File: src/rtl/fetch_stage_ctrl_if.sv
// Fetch-stage bundle: instruction-memory request/response plus the IF/ID output slot
// and the execute-stage redirect that steers it.
//
// Handshakes: a memory request is accepted on a clock edge where imem_req=1 and
// imem_stall=0. imem_done marks imem_rdata valid for that one cycle. The output
// slot is valid while valid_out=1. Decode consumes it on an edge where id_stall=0.
interface fetch_stage_ctrl_if;
    logic        imem_req;
    logic [15:0] imem_addr;
    logic        imem_stall;
    logic        imem_done;
    logic [15:0] imem_rdata;
    logic        id_stall;
    logic        redirect;
    logic [15:0] redirect_pc;
    logic [15:0] instr_out;
    logic [15:0] pc_out;
    logic [15:0] pc_next_out;
    logic        valid_out;

    modport master (
        output imem_req, imem_addr, instr_out, pc_out, pc_next_out, valid_out,
        input  imem_stall, imem_done, imem_rdata, id_stall, redirect, redirect_pc
    );

    modport slave (
        input  imem_req, imem_addr, instr_out, pc_out, pc_next_out, valid_out,
        output imem_stall, imem_done, imem_rdata, id_stall, redirect, redirect_pc
    );
endinterface

File: src/rtl/fetch_stage_ctrl.sv
// Fetch-stage controller: PC register, variable-latency imem handshake, IF/ID output slot
// with decode-stall hold, redirect flush, HALT detection and misaligned-redirect flag.
module fetch_stage_ctrl #(
    parameter logic [15:0] RESET_PC    = 16'h0000,
    parameter logic [15:0] PC_INC      = 16'd2,
    parameter logic [4:0]  HALT_OPCODE = 5'b00000
) (
    input  logic                       clk,
    input  logic                       rst,
    fetch_stage_ctrl_if.master         fif,
    output logic                       halted,
    output logic                       err,
    output logic [1:0]                 fsmState
);

    typedef enum logic [1:0] {
        ISSUE = 2'd0,
        WAIT  = 2'd1,
        HALT  = 2'd2
    } stateE;

    localparam logic [15:0] NOP_INSTR = 16'h0800;

    stateE       state;
    stateE       stateNext;
    logic        kill;
    logic        killNext;
    logic [15:0] pcReg;
    logic [15:0] pcNext;
    logic        loadSlot;
    logic        slotFree;
    logic        accept;

    // Slot may take a new fetch if it is empty or being consumed this edge.
    assign slotFree      = !fif.valid_out || !fif.id_stall;
    assign fif.imem_req  = rst && (state == ISSUE) && !fif.redirect && slotFree;
    assign fif.imem_addr = pcReg;
    assign accept        = fif.imem_req && !fif.imem_stall;

    assign halted   = (state == HALT);
    assign fsmState = state;

    always_ff @(posedge clk or negedge rst) begin
        if (!rst) begin
            state <= ISSUE;
            kill  <= 1'b0;
            pcReg <= RESET_PC;
        end else begin
            state <= stateNext;
            kill  <= killNext;
            pcReg <= pcNext;
        end
    end

    always_comb begin
        stateNext = state;
        killNext  = kill;
        pcNext    = pcReg;
        loadSlot  = 1'b0;
        if (fif.redirect) begin
            pcNext = {fif.redirect_pc[15:1], 1'b0};
            // An in-flight response not yet returned must be swallowed when it arrives.
            if (state == WAIT && !fif.imem_done) begin
                stateNext = WAIT;
                killNext  = 1'b1;
            end else begin
                stateNext = ISSUE;
                killNext  = 1'b0;
            end
        end else begin
            case (state)
                ISSUE: begin
                    if (accept) stateNext = WAIT;
                end
                WAIT: begin
                    if (fif.imem_done) begin
                        killNext = 1'b0;
                        if (kill) begin
                            stateNext = ISSUE;
                        end else begin
                            loadSlot  = 1'b1;
                            pcNext    = pcReg + PC_INC;
                            stateNext = (fif.imem_rdata[15:11] == HALT_OPCODE) ? HALT : ISSUE;
                        end
                    end
                end
                HALT: begin
                    stateNext = HALT;
                end
                default: begin
                    stateNext = ISSUE;
                end
            endcase
        end
    end

    always_ff @(posedge clk or negedge rst) begin
        if (!rst) begin
            fif.valid_out   <= 1'b0;
            fif.instr_out   <= NOP_INSTR;
            fif.pc_out      <= 16'h0000;
            fif.pc_next_out <= 16'h0000;
        end else if (fif.redirect) begin
            fif.valid_out <= 1'b0;
        end else if (loadSlot) begin
            fif.valid_out   <= 1'b1;
            fif.instr_out   <= fif.imem_rdata;
            fif.pc_out      <= pcReg;
            fif.pc_next_out <= pcReg + PC_INC;
        end else if (!fif.id_stall) begin
            fif.valid_out <= 1'b0;
        end
    end

    always_ff @(posedge clk or negedge rst) begin
        if (!rst) begin
            err <= 1'b0;
        end else if (fif.redirect && fif.redirect_pc[0]) begin
            err <= 1'b1;
        end
    end

endmodule

File: src/flat_wrapper.sv
// flat-port wrapper written by rule: the top's interface ports become plain ports
module fetch_stage_ctrl_flat 
#(
    parameter logic [15:0] RESET_PC    = 16'h0000,
    parameter logic [15:0] PC_INC      = 16'd2,
    parameter logic [4:0]  HALT_OPCODE = 5'b00000
)
  (clk, rst, halted, err, fsmState, fif_imem_req, fif_imem_addr, fif_instr_out, fif_pc_out, fif_pc_next_out, fif_valid_out, fif_imem_stall, fif_imem_done, fif_imem_rdata, fif_id_stall, fif_redirect, fif_redirect_pc);
  fetch_stage_ctrl_if fif_i ();
  input  logic clk;
  input  logic rst;
  output logic halted;
  output logic err;
  output logic [1:0] fsmState;
  output wire logic [$bits(fif_i.imem_req)-1:0] fif_imem_req;
  output wire logic [$bits(fif_i.imem_addr)-1:0] fif_imem_addr;
  output wire logic [$bits(fif_i.instr_out)-1:0] fif_instr_out;
  output wire logic [$bits(fif_i.pc_out)-1:0] fif_pc_out;
  output wire logic [$bits(fif_i.pc_next_out)-1:0] fif_pc_next_out;
  output wire logic [$bits(fif_i.valid_out)-1:0] fif_valid_out;
  input wire logic [$bits(fif_i.imem_stall)-1:0] fif_imem_stall;
  input wire logic [$bits(fif_i.imem_done)-1:0] fif_imem_done;
  input wire logic [$bits(fif_i.imem_rdata)-1:0] fif_imem_rdata;
  input wire logic [$bits(fif_i.id_stall)-1:0] fif_id_stall;
  input wire logic [$bits(fif_i.redirect)-1:0] fif_redirect;
  input wire logic [$bits(fif_i.redirect_pc)-1:0] fif_redirect_pc;
  assign fif_imem_req = fif_i.imem_req;
  assign fif_imem_addr = fif_i.imem_addr;
  assign fif_instr_out = fif_i.instr_out;
  assign fif_pc_out = fif_i.pc_out;
  assign fif_pc_next_out = fif_i.pc_next_out;
  assign fif_valid_out = fif_i.valid_out;
  assign fif_i.imem_stall = fif_imem_stall;
  assign fif_i.imem_done = fif_imem_done;
  assign fif_i.imem_rdata = fif_imem_rdata;
  assign fif_i.id_stall = fif_id_stall;
  assign fif_i.redirect = fif_redirect;
  assign fif_i.redirect_pc = fif_redirect_pc;
  fetch_stage_ctrl #(.RESET_PC(RESET_PC), .PC_INC(PC_INC), .HALT_OPCODE(HALT_OPCODE)) u_core (.clk(clk), .rst(rst), .fif(fif_i), .halted(halted), .err(err), .fsmState(fsmState));
endmodule
File: config.mk
export PLATFORM = sky130hd
export DESIGN_NAME = fetch_stage_ctrl_flat
export DESIGN_NICKNAME = d
export VERILOG_FILES = /design/src/rtl/fetch_stage_ctrl_if.sv /design/src/rtl/fetch_stage_ctrl.sv /design/src/flat_wrapper.sv
export SDC_FILE = /design/constraint.sdc
export NUM_CORES = 1
export LEC_CHECK = 0
export CORE_UTILIZATION = 40
export DETAILED_ROUTE_END_ITERATION = 12
export PLACE_DENSITY = 0.76
export SYNTH_ARGS = -nofsm -noshare
export SYNTH_HDL_FRONTEND = slang
export SYNTH_SLANG_ARGS = --single-unit
File: constraint.sdc
create_clock -name clk -period 1.8 [get_ports clk]
set_input_delay 0.18 -clock clk [delete_from_list [all_inputs] [get_ports clk]]
set_output_delay 0.18 -clock clk [all_outputs]
set_load 0.1 [all_outputs]
==> flow_metrics.py <==
metrics = {
    "outcome": {
        "status": "complete, no violations",
    },
    "worst_setup_path": {
        "critPathArrivalTime_ns": 2.02,
        "worstPathRequired_ns": 2.06,
        "r2r_end": "u_core.fif.imem_addr[13]",
        "rr_worst_depth": 4,
        "end_kind": "flop",
        "r2r_start": "u_core.fsmState[1]",
        "criticalPathCategory": "reg -> reg",
        "worstSetupStartpointType": "flop",
        "worstPathMaxFanout": 2,
        "reg2reg_slack_ns": 0.04,
    },
    "sta": {
        "finalCriticalPeriod_ns": 1.762,
        "tns_ns": 0,
        "hold_viol_final": 0,
        "worst_slack_ns": 0.03783,
        "setup_viol": 0,
        "maxSlewViolCount": 0,
        "period_share_pct": 97.90,
        "fin_worst_skew_ns": 0.006559,
        "fmax_mhz": 567.5,
        "rsz0062_at_grt": "true",
    },
    "yosys": {
        "synth_fa_ha_area_share_pct": 0.4200,
        "synthSimpleGateAreaFrac_pct": 13.94,
        "synth_common_cells": "65 x dfrtp_1, 30 x mux2_2, 22 x nand2_1, 19 x nor2_1, 19 x xnor2_1",
        "avgSynthCellArea_um2": 11.16,
        "synthMuxAreaShare_pct": 12.35,
        "synth_edf_count": 0,
        "synth_xor_area_share_pct": 6.468,
        "synth-main-ff-cell": "dfrtp_1",
        "async_reset_ff_share_pct": 100.0,
        "synth_compound_area_share_pct": 7.392,
        "yosys_warnings": 0,
        "synthCells": 267,
        "synth_most_common_cell": "dfrtp_1",
        "synth-seq-area-share_pct": 55.48,
        "synth-seq-cells": 66,
        "synth_top_area_share_pct": 54.60,
        "synthTopCellsByArea": "dfrtp_1 55%, mux2_2 11%, xnor2_1 5.6%, nand2_1 2.8%, a21oi_1 2.5%",
        "yosysTopAreaCell": "dfrtp_1",
        "synth.distinct_cells": 43,
        "synth_top_family_by_area": "simple AND/OR/NAND/NOR gates",
        "synth_area_um2": 2979,
    },
    "power": {
        "power_density_nw_per_um2": 1770,
        "power.total_w": 0.008194,
        "irDropWorstVdd_mv": 1.403,
        "p_leak_nw": 1.940,
    },
    "floorplanning": {
        "start_util_pct": 41.29,
        "die_width_um": 88.30,
        "die_h_um": 88.30,
        "die-area_um2": 7797,
        "rows": 31,
        "ios": 108,
        "core_area_um2": 7214,
    },
    "drt": {
        "drtIter0Drc": 153,
        "wl_per_cell_um": 14.97,
        "ant_nets": 0,
        "drt-total-wl_um": 7349,
        "via_count": 2389,
        "viasPerCell": 4.866,
        "drcViolationCount": 0,
        "first_pass_iters": 4,
    },
    "place": {
        "placed_area_um2": 4384,
        "dpl.hpwl_um": 5210,
        "finalWeightedCongestion": 0.7625,
        "io_buffer_count": 104,
        "dp_slack_ns": -0.1297,
    },
    "cells_and_area": {
        "fin_nets": 426,
        "drive_gt1_share_pct": 42.86,
        "diodes": 0,
        "final_util_pct": 64.17,
        "syn_to_final_growth_pct": 55.40,
        "fin_area_um2": 4629,
    },
    "clocking": {
        "clock-sinks": 66,
        "clockRootBuffer": "clkbuf_8",
        "htree_levels": 3,
        "cts_tree": "yes",
        "clk_latency_ns": 0.34,
        "cts_max_path_buffers": 2,
        "cts.reportedPaths.clkPinSlew_ns": 0.07,
        "cts_made_buffers": 9,
    },
    "grt": {
        "grt_util_all_layers_pct": 19.62,
        "grt_pass1_vias": 2296,
        "overflow": 0,
        "grt_pass1_wl_um": 11380,
        "antenna_found_initial": 0,
        "grt_max_degree": 67,
    },
    "min_path": {
        "worstHoldPathType": "in -> reg",
        "worstHoldStart": "fif_redirect_pc[7]",
        "worstHoldPathCells": 3,
        "whs_endpoint": "u_core.fif.imem_addr[7]",
    },
    "flow_run": {
        "drv_cap": 0,
    },
}
==> flip-flops by register name (all words and copies together), names as in the netlist <==
signal                  cells
u_core.err                  1
u_core.fif.imem_addr       15
u_core.fif.instr_out       16
u_core.fif.pc_next_out     15
u_core.fif.pc_out          15
u_core.fif.valid_out        1
u_core.fsmState             2
u_core.kill                 1
==> how the worst max path moves through the flow <==
stage | from | end
after floorplan | u_core.fsmState[1] | u_core.fif.imem_addr[13]
after global placement | fif_imem_done | u_core.fif.imem_addr[13]
after detailed placement | fif_imem_done | u_core.fif.imem_addr[13]
after CTS | u_core.fif.imem_addr[2] | u_core.fif.imem_addr[13]
after global routing | u_core.fsmState[1] | u_core.fif.pc_out[9]
final | u_core.fsmState[1] | u_core.fif.imem_addr[13]
==> metal layers <==
metal  up-vias  part of all wire [%]  track usage [%]
met5         -                     0                0
met4         0                   1.6            9.091
met3        10                   5.0            3.451
met2        70                    49            31.68
met1      1155                    45            25.78
li1       1154                     -                -
==> cell type report <==
cell class	instances	area (um2)
inverter	3	11.26
timing repair buffer	128	1279
multi-input combinational	179	1328
tap	99	123.9
fill	593	2585
clock inverter	4	25.02
sequential	66	1698
clock buffer	12	165.2
==> worst max-delay path, cell delays in order (launching register included) <==
cell and delay, ns:
dfrtp_4 0.48, nand4bb_4 0.22, or4_1 0.53, or3_1 0.31, a31oi_1 0.14
==> cell usage in the layout (no fill, tap or decap), types with 4 or more instances in the layout <==
cell type,instances
buf_4,73
dfrtp_1,51
clkdlybuf4s50_1,36
mux2_2,30
nand2_1,22
xnor2_1,19
nor2_1,19
buf_12,18
a21oi_1,15
o21ai_0,15
clkbuf_8,12
dfrtp_4,11
nor3_1,8
nor4_2,4
==> cells by family (layout without fill, tap and decap cells) <==
logic type,count (synthesis),in the layout
flops,66,66
fa+ha+maj,1,1
compound gates,39,39
mux,33,33
other cells,1,3
simple gates,81,81
buf+inv,24,147
xor+xnor,22,22
==> repair_timing <==
action	4_1_cts	5_1_grt
endpoints found under the hold margin	65	0
resized for setup	0	6
hold buffers	1	0
setup buffers	0	0
setup endpoints to repair	0	25
==> where the power goes <==
| part | switching (W) | leakage (nW) | internal [W] | total, W |
|---|---|---|---|---|
| Sequential | 0.000290 | 0.776 | 0.00193 | 0.00222 |
| Clock | 0.000560 | 0.0944 | 0.000608 | 0.00117 |
| Combinational | 0.00373 | 1.07 | 0.00107 | 0.00480 |
==> through the flow <==
step                std cells  hold WS, ns
detailed placement        474       0.2606
CTS                       491       0.3838
global placement          474       0.2617
floorplan                 269      -0.1156
finish                    491       0.3965
global route              491       0.4050
Power figures use the tool's default switching activity.
